File: config.mk
export PLATFORM = sky130hd
export DESIGN_NAME = pc_unit
export DESIGN_NICKNAME = d
export VERILOG_FILES = /design/src/rtl/cpu_pkg.sv /design/src/rtl/ras_stack.sv /design/src/rtl/pc_unit.sv
export SDC_FILE = /design/constraint.sdc
export NUM_CORES = 1
export LEC_CHECK = 0
export ABC_CLOCK_PERIOD_IN_PS = 1400
export BUFFER_PORTS_ARGS = -buffer_cell sky130_fd_sc_hd__buf_2
export CORE_MARGIN = 1
export CORE_UTILIZATION = 37
export DETAILED_ROUTE_END_ITERATION = 7
export HOLD_SLACK_MARGIN = 0.12
export PLACE_DENSITY = 0.78
export SLEW_MARGIN = 20
export SYNTH_ARGS = -nofsm -noshare
export SYNTH_HDL_FRONTEND = slang
export SYNTH_HIERARCHICAL = 1
export SYNTH_SLANG_ARGS = --single-unit
File: constraint.sdc
create_clock -name clk -period 1.4 [get_ports clk]
set_clock_uncertainty 0.2 [all_clocks]
set_input_delay 0.07 -clock clk [delete_from_list [all_inputs] [get_ports clk]]
set_output_delay 0.07 -clock clk [all_outputs]
set_load 0.005 [all_outputs]
File: src/rtl/cpu_pkg.sv
`default_nettype none
// +-----------------------------------------------------------------------+
// | Module   : cpu_pkg                                                    |
// | Purpose  : Shared CPU datapath constants and types. Holds the default  |
// |            PC width, the reset PC, the return-address-stack depth and  |
// |            the pc_t program-counter type.                              |
// | Revision : 1.0 - initial release                                       |
// +-----------------------------------------------------------------------+
package cpu_pkg;

   localparam int PC_W      = 16;
   localparam int RAS_DEPTH = 4;

   typedef logic [PC_W-1:0] pc_t;

   localparam pc_t RESET_PC = 16'h0000;

endpackage : cpu_pkg
`default_nettype wire

File: src/rtl/ras_stack.sv
`default_nettype none
// +-----------------------------------------------------------------------+
// | Module   : ras_stack                                                  |
// | Purpose  : Circular return-address stack. A push onto a full stack    |
// |            overwrites the oldest entry; overflow and underflow set a   |
// |            sticky error flag that only reset clears.                   |
// | Ports    : clk, rst_n (async, active-low)                              |
// |            push_i, pop_i  - one operation per edge (already enabled)   |
// |            wdata_i        - address pushed                             |
// |            top_o          - top entry, 0 when empty                    |
// |            empty_o/full_o - occupancy flags                            |
// |            err_o          - sticky overflow/underflow                  |
// | Revision : 1.0 - initial release                                       |
// +-----------------------------------------------------------------------+
module ras_stack
   import cpu_pkg::*;
#(
   parameter int DEPTH = 4,
   parameter int W     = 16
) (
   input  logic         clk,
   input  logic         rst_n,
   input  logic         push_i,
   input  logic         pop_i,
   input  logic [W-1:0] wdata_i,
   output logic [W-1:0] top_o,
   output logic         empty_o,
   output logic         full_o,
   output logic         err_o
);

   localparam int                 PTR_W   = $clog2(DEPTH);
   localparam int                 CNT_W   = PTR_W + 1;
   localparam logic [PTR_W-1:0]   C_PTR_1 = PTR_W'(1);
   localparam logic [CNT_W-1:0]   C_CNT_1 = CNT_W'(1);
   localparam logic [CNT_W-1:0]   C_FULL  = CNT_W'(DEPTH);

   logic [W-1:0]     mem_q [DEPTH];
   logic [PTR_W-1:0] ptr_q, ptr_d;   // index of the current top entry
   logic [CNT_W-1:0] cnt_q, cnt_d;
   logic             err_q, err_d;
   logic             wr_en;
   logic [PTR_W-1:0] wr_idx;
   logic             is_empty, is_full;

   assign is_empty = (cnt_q == '0);
   assign is_full  = (cnt_q == C_FULL);

   always_comb begin
      ptr_d  = ptr_q;
      cnt_d  = cnt_q;
      err_d  = err_q;
      wr_en  = 1'b0;
      wr_idx = ptr_q;
      if (push_i && pop_i && !is_empty) begin
         // Coroutine swap: replace the top in place, depth unchanged.
         wr_en  = 1'b1;
         wr_idx = ptr_q;
      end else if (push_i) begin
         // Advancing the pointer onto the oldest slot when full gives the
         // circular overwrite for free.
         wr_en  = 1'b1;
         wr_idx = ptr_q + C_PTR_1;
         ptr_d  = ptr_q + C_PTR_1;
         if (is_full) begin
            err_d = 1'b1;
         end else begin
            cnt_d = cnt_q + C_CNT_1;
         end
         // push+pop on an empty stack is an underflow that still pushes.
         if (pop_i) begin
            err_d = 1'b1;
         end
      end else if (pop_i) begin
         if (is_empty) begin
            err_d = 1'b1;
         end else begin
            ptr_d = ptr_q - C_PTR_1;
            cnt_d = cnt_q - C_CNT_1;
         end
      end
   end

   always_ff @(posedge clk or negedge rst_n) begin
      if (!rst_n) begin
         ptr_q <= '0;
         cnt_q <= '0;
         err_q <= 1'b0;
      end else begin
         ptr_q <= ptr_d;
         cnt_q <= cnt_d;
         err_q <= err_d;
      end
   end

   // Storage needs no reset: its contents are masked while the count is 0.
   always_ff @(posedge clk) begin
      if (wr_en) begin
         mem_q[wr_idx] <= wdata_i;
      end
   end

   assign top_o   = is_empty ? '0 : mem_q[ptr_q];
   assign empty_o = is_empty;
   assign full_o  = is_full;
   assign err_o   = err_q;

endmodule : ras_stack
`default_nettype wire

File: src/rtl/pc_unit.sv
`default_nettype none
// +-----------------------------------------------------------------------+
// | Module   : pc_unit                                                    |
// | Purpose  : Program-counter register with incrementer and optional     |
// |            return-address stack for call/return.                       |
// | Ports    : clk, rst_n (async, active-low)                              |
// |            next_pc   - selected next PC from the upstream mux          |
// |            en        - advance enable (stall when 0)                   |
// |            call/ret  - push return address / pop and jump              |
// |            pc        - current PC (registered)                         |
// |            pc_plus1  - pc + 1, wrapping                                |
// |            ret_addr, ras_empty, ras_full, ras_err - RAS status         |
// | Config   : PC_RAS_EN defined -> RAS compiled in; undefined -> call/ret |
// |            ignored, RAS outputs tied to their empty-stack values.      |
// | Revision : 1.0 - initial release                                       |
// +-----------------------------------------------------------------------+
module pc_unit
   import cpu_pkg::*;
#(
   parameter int              PC_W      = cpu_pkg::PC_W,
   parameter logic [PC_W-1:0] RESET_PC  = cpu_pkg::RESET_PC,
   parameter int              RAS_DEPTH = cpu_pkg::RAS_DEPTH
) (
   input  logic            clk,
   input  logic            rst_n,
   input  logic [PC_W-1:0] next_pc,
   input  logic            en,
   input  logic            call,
   input  logic            ret,
   output logic [PC_W-1:0] pc,
   output logic [PC_W-1:0] pc_plus1,
   output logic [PC_W-1:0] ret_addr,
   output logic            ras_empty,
   output logic            ras_full,
   output logic            ras_err
);

   localparam logic [PC_W-1:0] C_ONE = PC_W'(1);

   logic [PC_W-1:0] pc_q, pc_d;

   assign pc_plus1 = pc_q + C_ONE;
   assign pc       = pc_q;

`ifdef PC_RAS_EN
   logic ras_push, ras_pop;

   assign ras_push = en & call;
   assign ras_pop  = en & ret;

   ras_stack #(
      .DEPTH (RAS_DEPTH),
      .W     (PC_W)
   ) u_ras (
      .clk     (clk),
      .rst_n   (rst_n),
      .push_i  (ras_push),
      .pop_i   (ras_pop),
      .wdata_i (pc_plus1),
      .top_o   (ret_addr),
      .empty_o (ras_empty),
      .full_o  (ras_full),
      .err_o   (ras_err)
   );

   // A return on a non-empty stack takes the old top (also covers the swap);
   // an underflowing return falls through to next_pc.
   always_comb begin
      pc_d = pc_q;
      if (en) begin
         if (ret && !ras_empty) begin
            pc_d = ret_addr;
         end else begin
            pc_d = next_pc;
         end
      end
   end
`else
   logic unused_ctl;

   assign unused_ctl = call | ret;
   assign ret_addr   = '0;
   assign ras_empty  = 1'b1;
   assign ras_full   = 1'b0;
   assign ras_err    = 1'b0;

   always_comb begin
      pc_d = pc_q;
      if (en) begin
         pc_d = next_pc;
      end
   end
`endif

   always_ff @(posedge clk or negedge rst_n) begin
      if (!rst_n) begin
         pc_q <= RESET_PC;
      end else begin
         pc_q <= pc_d;
      end
   end

endmodule : pc_unit
`default_nettype wire

* Word level (Yosys, flattened, before mapping)
Index checks and enable logic that the tools add are counted.
Word-level totals: input bits 21, flip-flop bits (word level) 16, logic and storage cells 2
Operators by class: add/subtract/negate cells 1
Operators by type and width (number):
- 16-bit by 1-bit adder with 16-bit output, second input constant | 1

* Depth between registers and ports, before layout
word-level depth 1, gate-level depth with buffers 4

* Worst setup path before layout
Ideal clock, no wire load.
path type reg-to-output, from register pc_q[0], in the netlist pc[0], to output port pc_plus1[12], stages on the path, launching flop included 5, slack -0.123 ns, arrival time 1.253 ns, cells stage by stage dfrtp_1 ha_1 nand4_1 nor4_1 xor2_1
On the way: word-level cells in the longest chain between the ends 1
RTL lines:
- start: declaration | RTL line pc_unit.sv:40 | logic [PC_W-1:0] pc_q, pc_d;
- start signal: assignment | RTL line pc_unit.sv:99 | pc_q <= pc_d;
- 16-bit by 1-bit adder with 16-bit output | RTL line pc_unit.sv:42 | assign pc_plus1 = pc_q + C_ONE;
- end: declaration | RTL line pc_unit.sv:31 | output logic [PC_W-1:0] pc_plus1,
No other way between the ends.

* Worst setup path after layout
from register pc_q[0], in the netlist pc[0], to output port pc_plus1[6]
The elaborated chain is that of the path after synthesis.

==> impl_metrics.toml <==
[global_route]
antenna_found_initial = 0
grt_overflow = 0
grt_pass1_vias = 1047
grt_use_total_pct = 23.2
grt_pass1_wl_um = 4680
grt_max_degree = 21

[worst_setup_path]
cp.arrival_ps = 1700
end_kind = "output pin"
critPathKind = "flip-flop to output pin"
slowest_delay_ps = 470
crit_required_ps = 1130
crit_family = "flip-flops"
crit_slowest_cell = "dfrtp_1"
startpoint_type = "flip-flop"
cp_num_buf_inv = 2
crit_chain = "ha_4 -> nand4_1 -> buf_6 -> nor2_1 -> xor2_1 -> buf_2"
critPathMaxFanout = 5

[drt]
drt-total-wl_um = 3640
drtAntennaViolNets = 0
wl_met2_um = 1970
drc = 0
vias = 1124
topRoutingLayerUsed = "met4"
wl_per_cell_um = 15.6
wl_met3_um = 224
avgViaCountPerCell = 4.82
drt_first_pass_iters = 4
wl_met1_um = 1310
drt_iter0_drc = 12

[sta]
min_period_over_period_pct = 141
setup-tns-final_ps = -6390
hold_viol = 0
max_freq_mhz = 508
timing.hold.ws_ps = 338
period_needed_ps = 1970
rsz0062_at_grt = "yes"
final.setup.worst_slack_ps = -570
drv_slew = 0
report.final.setup_viol = 19

[pwr]
leakage_nw = 0.983
ir_worst_vdd_uv = 698
power_density_nw_per_um2 = 764

[synth]
ys_seq_area_share_pct = 39.0
syn_avg_cell_area_um2 = 10.1
synth_cell_type_count = 20
yosys_warnings = 6
mappedNetlistArea_um2 = 1030
syn_inst = 102
ys_seq_elements = 16

[floorplan]
num_rows = 18
coreArea_um2 = 2540
fp.dieW_um = 54.7
io-pin-count = 72
die_y_um = 54.7
die_area_um2 = 2990
initial_core_util_pct = 40.4

[clocking]
clockBufferDepth = 2
clk_latency_ps = 290
cts_tree = "yes"
cts.sinks = 16
cts_root_buf = "clkbuf_4"
clk_pin_slew_worst_paths_ps = 100
cts_buffers = 3
htreeDepth = 1

[cells_and_area]
area_growth_pct = 88.4
final_nets = 226
final_util_pct = 76.1
layout.cells.non_filler = 233
largest_register_ffs = 16
nFillCells = 167
n_antenna_cell = 0
drive_above_1_share_pct = 58.1

[place]
io_buffers = 50
place_congestion = 0.738
placed_cells = 198
dp.final_hpwl_um = 1970

[flow_run]
cap_violations = 0

[hold_path]
min_path_type = "primary input to flip-flop"

[outcome]
violations = "setup timing"
status = "complete, but fails checks"
cell usage in the layout (no fill, tap or decap), drive strengths merged, types with 5 or more instances in the layout:
master | synthesis | layout
dfrtp | 16 | 16
nand2 | 8 | 8
clkbuf | 1 | 5
xor2 | 9 | 9
dlygate4sd3 | 0 | 19
conb | 2 | 19
mux2 | 12 | 12
nand3 | 5 | 5
xnor2 | 5 | 5
buf | 20 | 81
final cells by class:
cell class / instances / area, µm² / area share (%)
Clock buffer: 4 / 36.3 / 1.87
Multi-Input combinational cell: 78 / 684 / 35.4
Sequential cell: 16 / 402 / 20.7
Inverter: 4 / 15.0 / 0.776
Timing Repair Buffer: 101 / 761 / 39.3
Tap cell: 30 / 37.5 / 1.94
through the flow:
stage | setup slack, ps | cell area [µm²] | total power [mW]
final | -570 | 1940 | 1.48
after detailed placement | -329 | 1390 | 0.963
after global routing | -658 | 1940 | 1.56
after floorplan | -89.3 | 1100 | 0.760
after CTS | -425 | 1740 | 1.35
after global placement | -222 | 1390 | 0.949
power breakdown:
| group | switching (mW) | internal, mW |
|---|---|---|
| logic | 0.261 | 0.342 |
| registers | 0.0574 | 0.508 |
| clock network | 0.152 | 0.159 |
repair_timing:
action / in CTS / in global routing
gates cloned: 0 / 0
gates resized for setup: 12 / 35
hold buffers: 19 / 0
setup buffers: 7 / 9
endpoints found under the hold margin: 32 / 0
endpoints found under the setup margin: 15 / 20
pin swaps: 9 / 14
cell families after synthesis:
logic type / synth area share, %
buf+inv: 16.2
flops: 39.0
simple gates: 15.8
compound gates: 1.95
other cells: 0.731
fa+ha+maj: 1.22
mux: 13.2
xor+xnor: 11.9
layer usage:
metal / global-route usage, % / vias up
met3: 2.22 / 13
li1: - / 514
met4: 11.1 / 0
met2: 44.4 / 72
met5: 0 / -
met1: 24.8 / 525
tightest hold or removal path: stages:
cell and delay [ps]:
dlygate4sd3_1 520, buf_2 90, mux2_2 130
path summary, 6_finish.rpt:
check	startpoint	end	slack, ps	cells after the start
worst max-delay path	pc[0]	pc_plus1[6]	-570	6
worst min-delay path	next_pc[1]	pc[1]	340	3
worst max register to register	pc[0]	pc[0]	-30	5
worst min register to register	pc[15]	pc[15]	360	1
max in group asynchronous	rst_n	pc[2]	140	3
min in group asynchronous	rst_n	pc[1]	560	3
cell usage after synthesis:
library cell | count | area share [%]
inv_1 | 4 | 1.5
o21ai_0 | 4 | 1.9
nand3_1 | 4 | 1.9
nor4_1 | 3 | 1.8
nor2_1 | 3 | 1.1
buf_2 | 1 | 0.49
nand4_4 | 1 | 2.1
xnor2_1 | 5 | 4.3
clkbuf_1 | 1 | 0.37
dfrtp_1 | 16 | 39
mux2_2 | 12 | 13
conb_1 | 2 | 0.73
nor4_2 | 1 | 1.2
nor3_1 | 4 | 1.9
nand3_2 | 1 | 0.97
xor2_1 | 9 | 7.7
ha_1 | 1 | 1.2
nand4_1 | 3 | 1.8
nand2_1 | 8 | 2.9
buf_4 | 19 | 14
Note: power is estimated with default switching activity, not from simulation.
